==> config.mk <==
export PLATFORM = sky130hd
export DESIGN_NAME = rv32_hazard_sequencer
export DESIGN_NICKNAME = d
export VERILOG_FILES = /design/src/rtl/rv32_hazard_sequencer_pkg.sv /design/src/rtl/rv32_hazard_sequencer_watchdog.sv /design/src/rtl/rv32_hazard_sequencer.sv
export SDC_FILE = /design/constraint.sdc
export NUM_CORES = 1
export LEC_CHECK = 0
export BUFFER_PORTS_ARGS = -buffer_cell sky130_fd_sc_hd__clkbuf_2
export CAP_MARGIN = 5
export CORE_UTILIZATION = 35
export CTS_CLUSTER_SIZE = 28
export DETAILED_ROUTE_END_ITERATION = 8
export PLACE_DENSITY = 0.68
export SLEW_MARGIN = 25
export SYNTH_ARGS = -nofsm -noshare
export SYNTH_HDL_FRONTEND = slang
export SYNTH_HIERARCHICAL = 1
export SYNTH_SLANG_ARGS = --single-unit
==> constraint.sdc <==
create_clock -name clk -period 1.31 [get_ports clk]
set_input_delay 0.0655 -clock clk [delete_from_list [all_inputs] [get_ports clk]]
set_output_delay 0.0655 -clock clk [all_outputs]
set_load 0.01 [all_outputs]
==> src/rtl/rv32_hazard_sequencer_pkg.sv <==
// Shared encodings for the hazard sequencer: FSM state codes and the
// per-stage stall/flush bundle.
package rv32_hazard_sequencer_pkg;

  localparam logic [1:0] STATE_RUN     = 2'd0;
  localparam logic [1:0] STATE_DRAIN   = 2'd1;
  localparam logic [1:0] STATE_RELEASE = 2'd2;

  typedef struct packed {
    logic fetch_stall;
    logic fetch_flush;
    logic decode_stall;
    logic decode_flush;
    logic ex_stall;
    logic ex_flush;
    logic mem_stall;
    logic mem_flush;
  } pipe_ctrl_t;

endpackage

==> src/rtl/rv32_hazard_sequencer_watchdog.sv <==
// Data-bus wait watchdog: counts consecutive wait cycles (saturating) and
// raises a sticky timeout flag once the count reaches DMEM_TIMEOUT.
module rv32_hazard_sequencer_watchdog #(
  parameter int unsigned DMEM_TIMEOUT = 255
) (
  input  logic clk,
  input  logic reset_,
  input  logic mem_wait,
  output logic bus_timeout
);

  localparam int unsigned WAIT_W = $clog2(DMEM_TIMEOUT + 1);
  localparam logic [WAIT_W-1:0] WAIT_MAX = WAIT_W'(DMEM_TIMEOUT);

  logic [WAIT_W-1:0] wait_cnt;
  logic [WAIT_W-1:0] wait_cnt_next;

  // Next wait count: clear when the bus is not stalling, saturate at the limit
  always_comb begin
    wait_cnt_next = '0;
    if (mem_wait) begin
      if (wait_cnt == WAIT_MAX) wait_cnt_next = wait_cnt;
      else                      wait_cnt_next = wait_cnt + WAIT_W'(1);
    end
  end

  // Counter and sticky flag; flag sets on the edge the count reaches the limit
  always_ff @(posedge clk or negedge reset_) begin
    if (!reset_) begin
      wait_cnt    <= '0;
      bus_timeout <= 1'b0;
    end else begin
      wait_cnt <= wait_cnt_next;
      if (wait_cnt_next == WAIT_MAX) bus_timeout <= 1'b1;
    end
  end

endmodule

==> src/rtl/rv32_hazard_sequencer.sv <==
// Central stall/flush sequencer for the 5-stage pipeline. Resolves load-use
// hazards, branch mispredicts, data-bus waits and FENCE draining.
module rv32_hazard_sequencer
  import rv32_hazard_sequencer_pkg::*;
#(
  parameter int unsigned DRAIN_CYCLES = 3,
  parameter int unsigned DMEM_TIMEOUT = 255
) (
  input  logic       clk,
  input  logic       reset_,
  input  logic [4:0] decode_rs1_in,
  input  logic       decode_rs1_read_in,
  input  logic [4:0] decode_rs2_in,
  input  logic       decode_rs2_read_in,
  input  logic       decode_mem_fence_in,
  input  logic [4:0] ex_rd_in,
  input  logic       ex_rd_write_in,
  input  logic       ex_mem_read_in,
  input  logic       ex_branch_mispredict_in,
  input  logic       dmem_req_in,
  input  logic       dmem_ready_in,
  output logic       fetch_stall_out,
  output logic       fetch_flush_out,
  output logic       decode_stall_out,
  output logic       decode_flush_out,
  output logic       ex_stall_out,
  output logic       ex_flush_out,
  output logic       mem_stall_out,
  output logic       mem_flush_out,
  output logic       bus_timeout_out,
  output logic [1:0] state_out
);

  localparam int unsigned CNT_W = $clog2(DRAIN_CYCLES + 1);
  localparam logic [CNT_W-1:0] DRAIN_INIT = CNT_W'(DRAIN_CYCLES - 1);

  logic [1:0]       state;
  logic [CNT_W-1:0] drain_cnt;
  logic             mem_wait;
  logic             load_use;
  logic             fence_entry;
  pipe_ctrl_t       ctrl;

  // Hazard conditions derived from decode/execute/memory inputs
  always_comb begin
    mem_wait = dmem_req_in & ~dmem_ready_in;
    load_use = ex_mem_read_in & ex_rd_write_in & (ex_rd_in != 5'd0) &
               ((decode_rs1_read_in & (decode_rs1_in == ex_rd_in)) |
                (decode_rs2_read_in & (decode_rs2_in == ex_rd_in)));
    fence_entry = (state == STATE_RUN) & decode_mem_fence_in;
  end

  // Prioritised per-stage stall/flush; reset forces bubbles everywhere
  always_comb begin
    ctrl = '0;
    if (!reset_) begin
      ctrl.fetch_flush  = 1'b1;
      ctrl.decode_flush = 1'b1;
      ctrl.ex_flush     = 1'b1;
      ctrl.mem_flush    = 1'b1;
    end else if (mem_wait) begin
      ctrl.fetch_stall  = 1'b1;
      ctrl.decode_stall = 1'b1;
      ctrl.ex_stall     = 1'b1;
      ctrl.mem_stall    = 1'b1;
      ctrl.mem_flush    = 1'b1;
    end else if (ex_branch_mispredict_in) begin
      ctrl.fetch_flush  = 1'b1;
      ctrl.decode_flush = 1'b1;
    end else if ((state == STATE_DRAIN) || fence_entry || load_use) begin
      ctrl.fetch_stall  = 1'b1;
      ctrl.decode_flush = 1'b1;
    end
  end

  // FENCE drain FSM. The entry cycle already holds the fence, so DRAIN is
  // left when the decremented count would reach zero, giving DRAIN_CYCLES
  // held cycles in total.
  always_ff @(posedge clk or negedge reset_) begin
    if (!reset_) begin
      state     <= STATE_RUN;
      drain_cnt <= '0;
    end else if (!mem_wait) begin
      if (ex_branch_mispredict_in) begin
        state     <= STATE_RUN;
        drain_cnt <= '0;
      end else begin
        case (state)
          STATE_RUN: begin
            if (decode_mem_fence_in) begin
              state     <= STATE_DRAIN;
              drain_cnt <= DRAIN_INIT;
            end
          end
          STATE_DRAIN: begin
            if (drain_cnt <= CNT_W'(1)) begin
              state     <= STATE_RELEASE;
              drain_cnt <= '0;
            end else begin
              drain_cnt <= drain_cnt - CNT_W'(1);
            end
          end
          default: state <= STATE_RUN;
        endcase
      end
    end
  end

  rv32_hazard_sequencer_watchdog #(
    .DMEM_TIMEOUT (DMEM_TIMEOUT)
  ) u_watchdog (
    .clk         (clk),
    .reset_      (reset_),
    .mem_wait    (mem_wait),
    .bus_timeout (bus_timeout_out)
  );

  // Drive the individual control ports from the bundle
  always_comb begin
    fetch_stall_out  = ctrl.fetch_stall;
    fetch_flush_out  = ctrl.fetch_flush;
    decode_stall_out = ctrl.decode_stall;
    decode_flush_out = ctrl.decode_flush;
    ex_stall_out     = ctrl.ex_stall;
    ex_flush_out     = ctrl.ex_flush;
    mem_stall_out    = ctrl.mem_stall;
    mem_flush_out    = ctrl.mem_flush;
    state_out        = state;
  end

endmodule
==> results of run 1 <==
layout make-up:
| cell class | instances | area [um^2] | area share |
|---|---|---|---|
| multi-input combinational | 85 | 636 | 0.461 |
| timing repair buffer | 54 | 340 | 0.247 |
| sequential | 13 | 328 | 0.238 |
| tap | 30 | 37.5 | 0.0272 |
| clock buffer | 4 | 26.3 | 0.0191 |
| inverter | 3 | 11.3 | 0.00817 |
per-layer routing:
layer	part of all wire	global-route usage
met1	0.42	0.229
met3	0.062	0.0508
met5	0	0
met4	0.016	0.0470
met2	0.50	0.337
cell families after synthesis:
kind of cell	after synthesis	synth area share
compound gates	26	0.188
fa+ha+maj	1	0.0132
xor+xnor	12	0.111
flops	13	0.344
buf+inv	9	0.0542
simple gates	45	0.279
mux	1	0.0106
power breakdown:
group	leakage [nW]	internal (mW)	switching, mW
clock	0.0150	0.118	0.127
combinational	0.470	0.150	0.146
sequential	0.174	0.424	0.0213
total	0.660	0.692	0.295
layout by cell type (no fill, tap or decap), types with 3 or more instances in the layout:
cell type and instances:
clkbuf_4 3, nor4_2 3, o21ai_0 4, buf_4 16, a31oi_1 3, inv_1 3, xnor2_1 3, nand4_1 3
nand3_1 5, o31ai_1 3, xor2_1 8, clkbuf_2 31, buf_6 4, nand2_1 7, dfrtp_1 11, nor2_1 8
through the flow:
stage               instances   util  hold slack [ps]  worst slack (ps)
floorplan                 107      -             -230              21.4
global placement          178  0.486             50.4              1.68
detailed placement        178  0.486             52.5             -74.6
CTS                       187  0.516             71.5             -67.9
global route              189  0.547             80.7              -178
finish                    189  0.547             77.4             -90.2
final timing paths:
| check | to | start |
|---|---|---|
| max reg2reg | u_watchdog/bus_timeout | u_watchdog/wait_cnt[0] |
| min reg2reg | u_watchdog/bus_timeout | u_watchdog/bus_timeout |
| max in group asynchronous | u_watchdog/wait_cnt[0] | reset_ |
| min in group asynchronous | u_watchdog/wait_cnt[4] | reset_ |
| min | drain_cnt[1] | ex_branch_mispredict_in |
| max | u_watchdog/bus_timeout | u_watchdog/wait_cnt[0] |
critical path, stage by stage (launching register included):
cell and delay, ps:
dfrtp_2 410, ha_4 170, nand4_1 150, buf_4 190, nand3b_1 70, nand3_1 70, a41o_1 230
repair_timing:
action,CTS,global route
hold endpoints to repair,13,0
setup endpoints to repair,6,7
resized for setup,3,19
pin swaps,2,11
setup buffers,4,2
hold buffers,1,0
registers in the layout, indices dropped and copies added, names as in the netlist:
signal / count
drain_cnt: 2
u_watchdog/wait_cnt: 8
state_out: 2
u_watchdog/bus_timeout: 1
==> run summary, run 1 <==
first-pass GRT wire length = 4050 um
mean post-synth cell area = 8.84 um^2
GP Congestion = 0.916
total CTS buffers = 3
top cells by count, synth = 13 x dfrtp_1, 10 x nor2_1, 9 x xor2_1
sequential share of the synthesized area = 0.344
Worst VDD drop = 0.000502 V
synthesized area = 946 um^2
R2R depth = 6
Worst Path Arrival = 1570 ps
RSZ-0062 raised after global routing = yes
largest net degree at the start of global routing = 15
WS Path Type = reg -> reg
Setup Viol. Count Final = 4
drt initial violations = 24
Hold Path Stages = 2
Die Y = 54.0 um
WL per Instance = 13.6 um
worst-margin pin slew = 304 ps
maximum operating frequency = 714 MHz
Core ar. = 2520 um^2
slack of the critical path = -90.2 ps
total chip power = 0.987 mW
GR Util All Layers = 0.192
placed instance area = 1220 um^2
number of global-route vias before repair = 985
Worst EP required = 1480 ps
Clock Skew = 7.54 ps
startpoint types = flip-flop
initial core utilization = 0.375
Setup crit end kind = flip-flop
# diodes = 0
antenna viol nets, final = 0
final layout net count = 186
Sum Neg Setup Slack = -155 ps
Tightest Hold Check Type = in -> reg
Seq cells post-synth = 13
cell area after layout = 1380 um^2
Ports = 36
drt drc = 0
synth warn = 6
R2R Setup Slk = -90 ps
Cell variety after synth = 39
CTS clk-pin slew, worst paths = 80 ps
IO Port Bufs = 35
final slew viol count = 0
CTS tree = done
CTS root buffer = clkbuf_4
layout cell share with drive strength beyond 1 = 0.459
CP Max Fanout = 6
post-DP HPWL = 1820 um
Fin. Hold Viols = 0
initial antenna violation count = 0
DR vias = 1031
failing checks = negative setup slack
H-tree depth = 1
post-route minimum period = 1400 ps
Tcrit/Tclk final = 1.07
area grow syn2layout = 45.8%
Slew HR = 0.795
clk sink count = 13
Chip Width = 54.0 um
detailed-route wire length = 2570 um
worst skew pair latency = 270 ps
Die ar. = 2910 um^2
clock tree buffer depth = 2
largest cells by area after synthesis = dfrtp_1 34%, xor2_1 8.3%, nor2_1 4.0%
Leak Pwr = 0.660 nW
top-area cell type share of the netlist area = 0.344
max capacitance violation total = 0
most frequent cell after synthesis = dfrtp_1
via/cell ratio = 5.46
Main synth FF type = dfrtp_1
post-synth top area cell = dfrtp_1
GRT overflow = 0
EDFF count, synth = 0
Synth async-reset ratio = 1.00
PD cells = 716 nW/um^2
fillers = 250
Mapped Cells = 107
row count = 18
Mapped Nets = 133
DRT Pass-1 Iters = 4
status = finished with violations
No activity file was read; power rests on OpenSTA's default activity.
==> run 2: changes to the inputs <==
- GPL_TIMING_DRIVEN: default -> 1
- RECOVER_POWER: default -> 25
- SLEW_MARGIN: 25 -> default
==> run summary, run 2 (synthesized netlist as in run 1, its figures left out) <==
GRT overflow = 0 (unchanged)
detailed-route wire length = 2560 um (-0.16%)
max capacitance violation total = 0 (unchanged)
max FFs per register = 8 (unchanged)
Setup Viol. Count Final = 4 (unchanged)
failing checks = negative setup slack
RSZ-0062 raised after global routing = yes
initial antenna violation count = 0 (unchanged)
total CTS buffers = 3 (unchanged)
final core occ = 0.546 (about the same)
via/cell ratio = 5.47 (+0.29%)
worst skew pair latency = 270 ps (about the same)
most common cell after layout, fill and taps aside = clkbuf_2
Cell Int Power = 0.692 mW (about the same)
status = finished with violations
Clock Skew = 7.55 ps (+0.0120 ps)
Sum Neg Setup Slack = -152 ps (+3.45 ps)
Leak Pwr = 0.657 nW (-0.45%)
WS Path Type = reg -> reg
# diodes = 0 (unchanged)
drt drc = 0 (unchanged)
DR vias = 1034 (+0.29%)
DRT Pass-1 Iters = 4 (unchanged)
met2 wire len = 1290 um (+0.31%)
most frequent cells in the layout = 30 x clkbuf_2, 16 x buf_4, 11 x dfrtp_1, 8 x xor2_1, 8 x nor2_1
Die Y = 54.0 um (unchanged)
CP Max Fanout = 6 (unchanged)
worst reg2reg path startpoint = u_watchdog/wait_cnt[0]
Worst Hold Path EP = drain_cnt[1]
drt initial violations = 24 (unchanged)
critical path's largest stage delay = 410 ps (about the same)
slack of the critical path = -89.1 ps (+1.12 ps)
family with the most delay on the worst path = flip-flops
WL per Instance = 13.6 um (-0.16%)
number of global-route vias before repair = 985 (unchanged)
area grow syn2layout = 45.6% (about the same)
Slew HR = 0.794 (-0.00140)
share of total power in the clock network = 0.248 (about the same)
total chip power = 0.987 mW (about the same)
initial core utilization = 0.375 (unchanged)
crit path cell chain = ha_4, nand4_1, buf_4, nand3b_1, nand3_1, a41o_1
Psw = 0.295 mW (about the same)
hold_sp = ex_branch_mispredict_in
GR Util All Layers = 0.192 (unchanged)
Worst EP required = 1480 ps (about the same)
Tightest Hold Check Type = in -> reg
CTS tree = done
startpoint types = flip-flop
met3 routed wirelength = 156 um (-2.5%)
Worst Path Arrival = 1570 ps (about the same)
R2R Setup Slk = -90 ps (about the same)
final layout net count = 186 (unchanged)
worst-margin pin slew = 306 ps (+2.07 ps)
CTS root buffer = clkbuf_4
row count = 18 (unchanged)
met1 wire length = 1070 um (-0.28%)
clock tree buffer depth = 2 (unchanged)
PD cells = 716 nW/um^2 (about the same)
capturing point of the worst reg2reg path = u_watchdog/bus_timeout
Inst Count DP = 178 (unchanged)
first-pass GRT wire length = 4050 um (unchanged)
Fin. Hold Viols = 0 (unchanged)
Die ar. = 2910 um^2 (unchanged)
GP Congestion = 0.916 (unchanged)
post-DP HPWL = 1820 um (unchanged)
Flop pwr share = 0.451 (about the same)
crit path buf inv count = 1 (unchanged)
final std cells w/o fill = 189 (unchanged)
Logic pwr share = 0.300 (about the same)
largest net degree at the start of global routing = 15 (unchanged)
IO Port Bufs = 35 (unchanged)
switch share = 0.299 (about the same)
Setup crit end kind = flip-flop
highest routed layer = met4
clk sink count = 13 (unchanged)
antenna viol nets, final = 0 (unchanged)
Chip Width = 54.0 um (unchanged)
H-tree depth = 1 (unchanged)
post-route minimum period = 1400 ps (-1.12 ps)
Hold Path Stages = 2 (unchanged)
Crit-path slowest cell = dfrtp_2
R2R depth = 6 (unchanged)
maximum operating frequency = 715 MHz (about the same)
Tcrit/Tclk final = 1.07 (about the same)
CTS clk-pin slew, worst paths = 80 ps (about the same)
Worst VDD drop = 0.000502 V (about the same)
layout cell share with drive strength beyond 1 = 0.453 (-0.00629)
Ports = 36 (unchanged)
Core ar. = 2520 um^2 (unchanged)
Largest Register = u_watchdog/wait_cnt
final slew viol count = 0 (unchanged)
run 2: cell counts in the layout (fill, tap and decap cells not counted):
Identical to the previous run, type by type.
run 2: layout make-up:
| type | instances | area [um^2] |
|---|---|---|
| fillers | 250 | 1140 |
| multi-input cells | 85 | 636 |
| repair buffers | 54 | 339 |
| well taps | 30 | 37.5 |
| inverters | 3 | 11.3 |
| flip-flops and latches | 13 | 328 |
| clock buffers | 4 | 26.3 |
run 2: metal layers:
layer | GRT usage | up-vias
li1 | - | 502
met4 | 0.0470 | 0
met5 | 0 | -
met2 | 0.337 | 43
met3 | 0.0508 | 7
met1 | 0.229 | 482
run 2: power by group through the flow:
stage          sequential, mW  combinational, mW  clock (mW)
2_1_floorplan           0.454              0.122           0
3_3_place_gp            0.456              0.226           0
3_5_place_dp            0.457              0.231           0
4_1_cts                 0.442              0.264       0.256
5_1_grt                 0.448              0.326       0.272
6_report                0.445              0.296       0.245
run 2: timing repair:
| item | 4_1_cts | 5_1_grt |
|---|---|---|
| buffers inserted | 4 | 2 |
| pin swaps | 2 | 11 |
| hold buffers | 1 | 0 |
| hold endpoints to repair | 13 | 0 |
| setup endpoints to repair | 6 | 7 |
| gates resized for setup | 3 | 19 |
run 2: worst reg2reg max path, cell delays in order, from the launching register on:
cell	delay, ps
dfrtp_2	410
ha_4	180
nand4_1	150
buf_4	190
nand3b_1	70
nand3_1	70
a41o_1	230
run 2: worst max path at each step:
stage / from / endpoint / slack, ps / cells past startpoint
detailed placement: u_watchdog/wait_cnt[1] / u_watchdog/bus_timeout / -70 / 5
finish: u_watchdog/wait_cnt[0] / u_watchdog/bus_timeout / -90 / 6
CTS: u_watchdog/wait_cnt[1] / u_watchdog/bus_timeout / -70 / 5
global placement: u_watchdog/wait_cnt[1] / u_watchdog/wait_cnt[0] / 2 / 5
floorplan: u_watchdog/wait_cnt[0] / u_watchdog/bus_timeout / 20 / 5
global route: u_watchdog/wait_cnt[0] / u_watchdog/bus_timeout / -180 / 6
run 2: through the flow:
| stage | hold slack (ps) | worst slack (ps) | cell area, um^2 |
|---|---|---|---|
| floorplan | -230 | 21.4 | 962 |
| global placement | 50.4 | 1.68 | 1220 |
| detailed placement | 52.5 | -74.6 | 1220 |
| CTS | 71.5 | -67.9 | 1300 |
| global route | 80.7 | -178 | 1380 |
| finish | 77.3 | -89.1 | 1380 |
